$ cat src/rtl/hough_vote_generator_pkg.sv
// Shared defaults, FSM state type and angle helper for the Hough vote generator.
package hough_pkg;

  localparam int DEF_X_W        = 10;
  localparam int DEF_Y_W        = 9;
  localparam int DEF_N_ANGLES   = 45;
  localparam int DEF_ANGLE_STEP = 4;
  localparam int DEF_IDX_W      = 8;
  localparam int DEF_FRAC_W     = 12;
  localparam int DEF_R_W        = 12;

  typedef enum logic [1:0] {
    IDLE  = 2'd0,
    SWEEP = 2'd1,
    DRAIN = 2'd2
  } state_e;

  function automatic int deg_of_idx(input int idx, input int step);
    return idx * step;
  endfunction

endpackage

$ cat src/rtl/hough_vote_generator_trig_rom.sv
// Combinational trig table: angle index -> {cos signed, sin unsigned}, both scaled by 2**FRAC_W.
// Entries are computed at elaboration with integer Q30 arithmetic, so no real-valued math is synthesised.
module hough_trig_rom
  import hough_pkg::*;
#(
  parameter int N_ANGLES   = DEF_N_ANGLES,
  parameter int ANGLE_STEP = DEF_ANGLE_STEP,
  parameter int IDX_W      = DEF_IDX_W,
  parameter int FRAC_W     = DEF_FRAC_W
) (
  input  logic [IDX_W-1:0]         idx,
  output logic signed [FRAC_W+1:0] cos_o,
  output logic [FRAC_W:0]          sin_o
);

  localparam longint ONE_Q = 64'sd1 <<< 30;
  localparam longint PI_Q  = 64'sd3373259426;

  // Fold the angle into 0..45 degrees, then a short Taylor series keeps Q30 accuracy.
  function automatic longint trig_q30(input int deg, input bit want_cos);
    int     d;
    bit     use_cos;
    bit     neg;
    longint x;
    longint x2;
    longint term;
    longint acc;
    d       = deg;
    use_cos = want_cos;
    neg     = 1'b0;
    if (d > 90) begin
      d   = 180 - d;
      neg = want_cos;
    end
    if (d > 45) begin
      d       = 90 - d;
      use_cos = ~use_cos;
    end
    x    = longint'(d) * PI_Q / 64'sd180;
    x2   = (x * x) >>> 30;
    acc  = use_cos ? ONE_Q : x;
    term = acc;
    for (int k = 1; k <= 10; k++) begin
      term = -((term * x2) >>> 30) / longint'(use_cos ? (2 * k - 1) * (2 * k) : (2 * k) * (2 * k + 1));
      acc  = acc + term;
    end
    return neg ? -acc : acc;
  endfunction

  function automatic longint q30_to_frac(input longint v);
    longint mag;
    longint r;
    mag = (v < 64'sd0) ? -v : v;
    r   = (mag + (64'sd1 <<< (29 - FRAC_W))) >>> (30 - FRAC_W);
    return (v < 64'sd0) ? -r : r;
  endfunction

  logic signed [FRAC_W+1:0] cos_tab [N_ANGLES];
  logic [FRAC_W:0]          sin_tab [N_ANGLES];

  for (genvar g = 0; g < N_ANGLES; g++) begin : g_tab
    localparam longint COS_C = q30_to_frac(trig_q30(deg_of_idx(g, ANGLE_STEP), 1'b1));
    localparam longint SIN_C = q30_to_frac(trig_q30(deg_of_idx(g, ANGLE_STEP), 1'b0));
    assign cos_tab[g] = (FRAC_W + 2)'(COS_C);
    assign sin_tab[g] = (FRAC_W + 1)'(SIN_C);
  end

  // Table select; indices past the last bin read as zero.
  always_comb begin
    cos_o = '0;
    sin_o = '0;
    for (int i = 0; i < N_ANGLES; i++) begin
      if (idx == IDX_W'(i)) begin
        cos_o = cos_tab[i];
        sin_o = sin_tab[i];
      end
    end
  end

endmodule

$ cat src/rtl/hough_vote_generator.sv
// Hough vote generator: accepts one edge point and streams (r, angle index) votes over an
// angle window through a two-stage multiply / round pipeline under valid/ready backpressure.
module hough_vote_generator
  import hough_pkg::*;
#(
  parameter int X_W        = DEF_X_W,
  parameter int Y_W        = DEF_Y_W,
  parameter int N_ANGLES   = DEF_N_ANGLES,
  parameter int ANGLE_STEP = DEF_ANGLE_STEP,
  parameter int IDX_W      = DEF_IDX_W,
  parameter int FRAC_W     = DEF_FRAC_W,
  parameter int R_W        = DEF_R_W
) (
  input  logic                  clk,
  input  logic                  rst_n,
  input  logic                  pt_valid,
  output logic                  pt_ready,
  input  logic [X_W-1:0]        pt_x,
  input  logic [Y_W-1:0]        pt_y,
  input  logic [IDX_W-1:0]      cfg_first,
  input  logic [IDX_W-1:0]      cfg_count,
  output logic                  vote_valid,
  input  logic                  vote_ready,
  output logic signed [R_W-1:0] vote_r,
  output logic [IDX_W-1:0]      vote_idx,
  output logic                  vote_last,
  output logic                  done
);

  localparam int CP_W = X_W + FRAC_W + 3;
  localparam int SP_W = Y_W + FRAC_W + 1;
  localparam int S_W  = X_W + Y_W + FRAC_W + 4;
  localparam logic [IDX_W-1:0] N_IDX = IDX_W'(N_ANGLES);
  localparam logic [S_W-1:0]   HALF  = S_W'(64'd1 << (FRAC_W - 1));

  state_e                   state_q, state_d;
  logic [X_W-1:0]           x_q, x_d;
  logic [Y_W-1:0]           y_q, y_d;
  logic [IDX_W-1:0]         idx_q, idx_d;
  logic [IDX_W-1:0]         remain_q, remain_d;
  logic                     s1_valid_q, s1_valid_d;
  logic signed [CP_W-1:0]   s1_cprod_q, s1_cprod_d;
  logic [SP_W-1:0]          s1_sprod_q, s1_sprod_d;
  logic [IDX_W-1:0]         s1_idx_q, s1_idx_d;
  logic                     s1_last_q, s1_last_d;
  logic                     vote_valid_q, vote_valid_d;
  logic signed [R_W-1:0]    vote_r_q, vote_r_d;
  logic [IDX_W-1:0]         vote_idx_q, vote_idx_d;
  logic                     vote_last_q, vote_last_d;
  logic                     done_q, done_d;

  logic                     en_s, accept_s, issue_s;
  logic [IDX_W-1:0]         first_mod_s, count_eff_s;
  logic [X_W-1:0]           src_x_s;
  logic [Y_W-1:0]           src_y_s;
  logic [IDX_W-1:0]         src_idx_s, src_remain_s;
  logic signed [FRAC_W+1:0] rom_cos_s;
  logic [FRAC_W:0]          rom_sin_s;
  logic [S_W-1:0]           sum_s;

  hough_trig_rom #(
    .N_ANGLES  (N_ANGLES),
    .ANGLE_STEP(ANGLE_STEP),
    .IDX_W     (IDX_W),
    .FRAC_W    (FRAC_W)
  ) u_rom (
    .idx  (src_idx_s),
    .cos_o(rom_cos_s),
    .sin_o(rom_sin_s)
  );

  // The accept cycle feeds stage 1 straight from the ports so the first vote lands two cycles later.
  always_comb begin
    en_s        = ~vote_valid_q | vote_ready;
    accept_s    = (state_q == IDLE) & pt_valid;
    first_mod_s = cfg_first % N_IDX;
    if ((cfg_count == '0) || (cfg_count > N_IDX)) count_eff_s = N_IDX;
    else count_eff_s = cfg_count;
    if (accept_s) begin
      src_x_s      = pt_x;
      src_y_s      = pt_y;
      src_idx_s    = first_mod_s;
      src_remain_s = count_eff_s;
    end else begin
      src_x_s      = x_q;
      src_y_s      = y_q;
      src_idx_s    = idx_q;
      src_remain_s = remain_q;
    end
    issue_s = accept_s | ((state_q == SWEEP) & en_s);
    sum_s   = {{(S_W - CP_W){s1_cprod_q[CP_W-1]}}, s1_cprod_q} + {{(S_W - SP_W){1'b0}}, s1_sprod_q} + HALF;
  end

  // Next-state for the FSM, index counter and both pipeline stages.
  always_comb begin
    state_d      = state_q;
    x_d          = x_q;
    y_d          = y_q;
    idx_d        = idx_q;
    remain_d     = remain_q;
    s1_valid_d   = s1_valid_q;
    s1_cprod_d   = s1_cprod_q;
    s1_sprod_d   = s1_sprod_q;
    s1_idx_d     = s1_idx_q;
    s1_last_d    = s1_last_q;
    vote_valid_d = vote_valid_q;
    vote_r_d     = vote_r_q;
    vote_idx_d   = vote_idx_q;
    vote_last_d  = vote_last_q;
    done_d       = 1'b0;

    case (state_q)
      IDLE: begin
        if (accept_s) state_d = (src_remain_s == IDX_W'(1)) ? DRAIN : SWEEP;
        else state_d = IDLE;
      end
      SWEEP: begin
        if (en_s && (remain_q == IDX_W'(1))) state_d = DRAIN;
        else state_d = SWEEP;
      end
      DRAIN: begin
        if (vote_valid_q && vote_ready && vote_last_q) begin
          state_d = IDLE;
          done_d  = 1'b1;
        end else begin
          state_d = DRAIN;
        end
      end
      default: state_d = IDLE;
    endcase

    if (issue_s) begin
      x_d        = src_x_s;
      y_d        = src_y_s;
      idx_d      = (src_idx_s == N_IDX - IDX_W'(1)) ? '0 : src_idx_s + IDX_W'(1);
      remain_d   = src_remain_s - IDX_W'(1);
      s1_valid_d = 1'b1;
      s1_cprod_d = CP_W'($signed({1'b0, src_x_s})) * CP_W'(rom_cos_s);
      s1_sprod_d = SP_W'(src_y_s) * SP_W'(rom_sin_s);
      s1_idx_d   = src_idx_s;
      s1_last_d  = (src_remain_s == IDX_W'(1));
    end else if (en_s) begin
      s1_valid_d = 1'b0;
    end else begin
      s1_valid_d = s1_valid_q;
    end

    if (en_s) begin
      vote_valid_d = s1_valid_q;
      vote_last_d  = s1_valid_q & s1_last_q;
      if (s1_valid_q) begin
        vote_r_d   = R_W'($signed(sum_s) >>> FRAC_W);
        vote_idx_d = s1_idx_q;
      end else begin
        vote_r_d   = vote_r_q;
        vote_idx_d = vote_idx_q;
      end
    end else begin
      vote_valid_d = vote_valid_q;
      vote_last_d  = vote_last_q;
    end
  end

  // State and pipeline registers.
  always_ff @(posedge clk or negedge rst_n) begin
    if (!rst_n) begin
      state_q      <= IDLE;
      x_q          <= '0;
      y_q          <= '0;
      idx_q        <= '0;
      remain_q     <= '0;
      s1_valid_q   <= 1'b0;
      s1_cprod_q   <= '0;
      s1_sprod_q   <= '0;
      s1_idx_q     <= '0;
      s1_last_q    <= 1'b0;
      vote_valid_q <= 1'b0;
      vote_r_q     <= '0;
      vote_idx_q   <= '0;
      vote_last_q  <= 1'b0;
      done_q       <= 1'b0;
    end else begin
      state_q      <= state_d;
      x_q          <= x_d;
      y_q          <= y_d;
      idx_q        <= idx_d;
      remain_q     <= remain_d;
      s1_valid_q   <= s1_valid_d;
      s1_cprod_q   <= s1_cprod_d;
      s1_sprod_q   <= s1_sprod_d;
      s1_idx_q     <= s1_idx_d;
      s1_last_q    <= s1_last_d;
      vote_valid_q <= vote_valid_d;
      vote_r_q     <= vote_r_d;
      vote_idx_q   <= vote_idx_d;
      vote_last_q  <= vote_last_d;
      done_q       <= done_d;
    end
  end

  assign pt_ready   = (state_q == IDLE);
  assign vote_valid = vote_valid_q;
  assign vote_r     = vote_r_q;
  assign vote_idx   = vote_idx_q;
  assign vote_last  = vote_last_q;
  assign done       = done_q;

endmodule

$ cat config.mk
export PLATFORM = sky130hd
export DESIGN_NAME = hough_vote_generator
export DESIGN_NICKNAME = d
export VERILOG_FILES = /design/src/rtl/hough_vote_generator_pkg.sv /design/src/rtl/hough_vote_generator_trig_rom.sv /design/src/rtl/hough_vote_generator.sv
export SDC_FILE = /design/constraint.sdc
export NUM_CORES = 1
export LEC_CHECK = 0
export ABC_AREA = 1
export CAP_MARGIN = 0
export CORE_ASPECT_RATIO = 0.7
export CORE_MARGIN = 10
export CORE_UTILIZATION = 35
export CTS_CLUSTER_DIAMETER = 60
export DETAILED_ROUTE_END_ITERATION = 8
export PLACE_DENSITY = 0.6
export SLEW_MARGIN = 20
export SYNTH_ARGS = -nofsm -noshare
export SYNTH_HDL_FRONTEND = slang
export SYNTH_SLANG_ARGS = --single-unit
export TNS_END_PERCENT = 20
$ cat constraint.sdc
create_clock -name clk -period 19.5 [get_ports clk]
set_input_delay 1.95 -clock clk [delete_from_list [all_inputs] [get_ports clk]]
set_output_delay 1.95 -clock clk [all_outputs]
set_load 0.005 [all_outputs]
==> impl_results.md <==
* Status: finished, final reports clean
* Commonest cells post-synth: nand2_1, inv_1, fa_1
* Most common cell in the synthesized netlist: nand2_1
* Vias in the first global route at 13,927
* Clk slew on worst S/H paths at 60 ps
* HP Class: reg -> reg
* WS Path Type: in -> reg
* Worst Tran Pin Value at 935 ps
* Synthesized instance count at 2,150
* Worst slew margin at 37.0%
* Row count at 66
* Avg Cell Area, Syn at 7.59 sq um
* Die Span Y at 201 um
* WL per Instance at 17.8 um
* Htree depth at 4
* Distinct cells, synth at 50
* Fin util at 39.3%
* Chip Width at 278 um
* Cts bufs inserted at 17
* Layout cells sized above 1 at 7.92%
* Synth warnings at 0
* MaxCap Viol Count at 0
* Main synth FF type: dfrtp_1
* Seq cells post-synth at 116
* Crit path top cell by count: nand2_1
* Max Clk Rate at 86.1 MHz
* Die area at 55,800 sq um
* Post-synthesis sequential area ratio at 17.8%
* Largest fanout on the critical path at 12
* Largest net degree at the start of global routing at 105
* Final-report setup violation count at 0
* Setup total negative slack at 0 ps
* Area contributors post-synth: fa_1, dfrtp_1, nand2_1, ha_1, inv_1
* Top-Level Pins at 63
* Fin crit share at 59.6%
* Slowest stage cell, crit path: nor3_1
* Hold Fails Final Rpt at 0
* Number of fill cells at 4,740
* Vias at 13,974
* Endpoint class of the critical path: flop
* Clock sinks at 116
* Overall global routing resource usage at 17.9%
* Post-synth EDFFs at 0
* Port buffer count at 62
* First-pass GRT wire length at 79,700 um
* Max stage delay on crit path at 660 ps
* Ant diodes at 0
* Routed wire length at 50,100 um
* WP data arrival at 11,970 ps
* RSZ-0062 raised after global routing: no
* Starting Density at 35.3%
* Via-to-Cell Ratio at 4.95
* Total grt overflow at 0
* CTS tree: yes
* GPL Wtd Cong at 0.955
* Final HPWL DP at 40,900 um
* Synth top area share at 24.2%
* Post-Syn Area at 16,300 sq um
* Max Slew Vio Count at 0
* DRT antenna net count at 0
* Initial antenna violation count at 1
* Cell taking the most area after synthesis: fa_1
* Worst slack, placed at 7600 ps
* Residual DRC at 0
* Clock Path Buffers at 2
* Post-layout min period at 11,620 ps
* Mapped Nets at 2,529
* Required time worst endpoint at 19,860 ps
* Final clock skew at 18.0 ps
* Core area at 46,200 sq um
* Starting DRT DRC Count at 1,387
* Resize count post-CTS at 0
* Area growth syn-to-layout at 11.4%
* CTS root buf: clkbuf_16
* Drt first pass iters at 5
* Worst-skew pair later-pin latency at 440 ps
* CTS Hold Bufs at 0
* Nets at 2,575
* Slack of the critical path at 7880 ps
* Async SR Flop Fraction at 100%
* Post-CTS Setup Bufs at 0
* Startpoint Class: input pin
==> per-stage QoR <==
stage                     std cells  hold WS, ps  area, sq um
after floorplan                2150          431        16300
after global placement         2789          449        17600
after detailed placement       2789          443        17600
after CTS                      2821          456        18200
after global routing           2821          503        18200
final                          2821          458        18200
==> registers in the layout, summed over array words and instances, names as in the netlist, 9 cells and up <==
| name | cells |
|---|---|
| s1_cprod_q | 24 |
| x_q | 10 |
| s1_sprod_q | 22 |
| vote_r | 12 |
| y_q | 9 |
==> final timing paths <==
path                              start        endpoint  slack (ps)  cells after the start
max                        cfg_first[2]  s1_cprod_q[23]        7880                     52
min                          s1_valid_q      vote_valid         460                      2
max reg2reg                  state_q[1]  s1_cprod_q[23]        9950                     44
min reg2reg                  s1_valid_q      vote_valid         460                      2
max in group asynchronous         rst_n   s1_sprod_q[6]       16530                      2
min in group asynchronous         rst_n     remain_q[3]        1610                      1
==> per-layer routing <==
layer / wire length, um / part of all wire, % / up-vias / global-route usage [%]
li1: - / - / 6669 / -
met1: 25100 / 50 / 6687 / 27.4
met2: 19200 / 38 / 574 / 23.9
met3: 5110 / 10 / 44 / 5.27
met4: 729 / 1.5 / 0 / 3.68
met5: 0 / 0 / - / 0
==> layout by cell type (no fill, tap or decap), drive strengths merged, types with 4 or more instances in the layout <==
master,Yosys,final
a21oi,63,63
a31oi,12,12
buf,5,6
clkbuf,35,21
clkdlybuf4s50,0,61
clkinv,7,11
dfrtp,116,116
fa,197,197
ha,143,143
inv,498,500
nand2,515,515
nand3,81,81
nand4,42,42
nor2,185,185
nor3,31,31
nor4,10,10
o211ai,4,4
o21ai,102,102
o21bai,6,6
o31ai,4,4
or2,21,21
xnor2,22,22
xor2,29,29
==> worst max-delay path: cells and delay by family <==
kind	cells	cell delay (ps)
adder cells (fa/ha/maj)	6	2880
XOR/XNOR	1	130
buffers and inverters	8	1270
AND/OR/NAND/NOR	29	4130
AO/OA/AOI/OAI	8	1600
==> final cells by class <==
type                       count  area, sq um  share of cell area [%]
multi-input combinational   1489        11400                    62.5
sequential                   116         2900                    16.0
timing repair buffer          67          656                    3.61
clock inverter                11          150                   0.826
inverter                     505         1900                    10.4
tap                          612          766                    4.21
clock buffer                  21          450                    2.48
==> kinds of logic after synthesis <==
| group | share of synthesized area, % |
|---|---|
| simple gates | 24.5 |
| buf+inv | 12.7 |
| fa+ha+maj | 35.2 |
| compound gates | 7.17 |
| flops | 17.8 |
| xor+xnor | 2.74 |
Power is left out: the tool's default activity adds up to more than one toggle a clock period on the data nets, which glitch-free logic cannot reach.
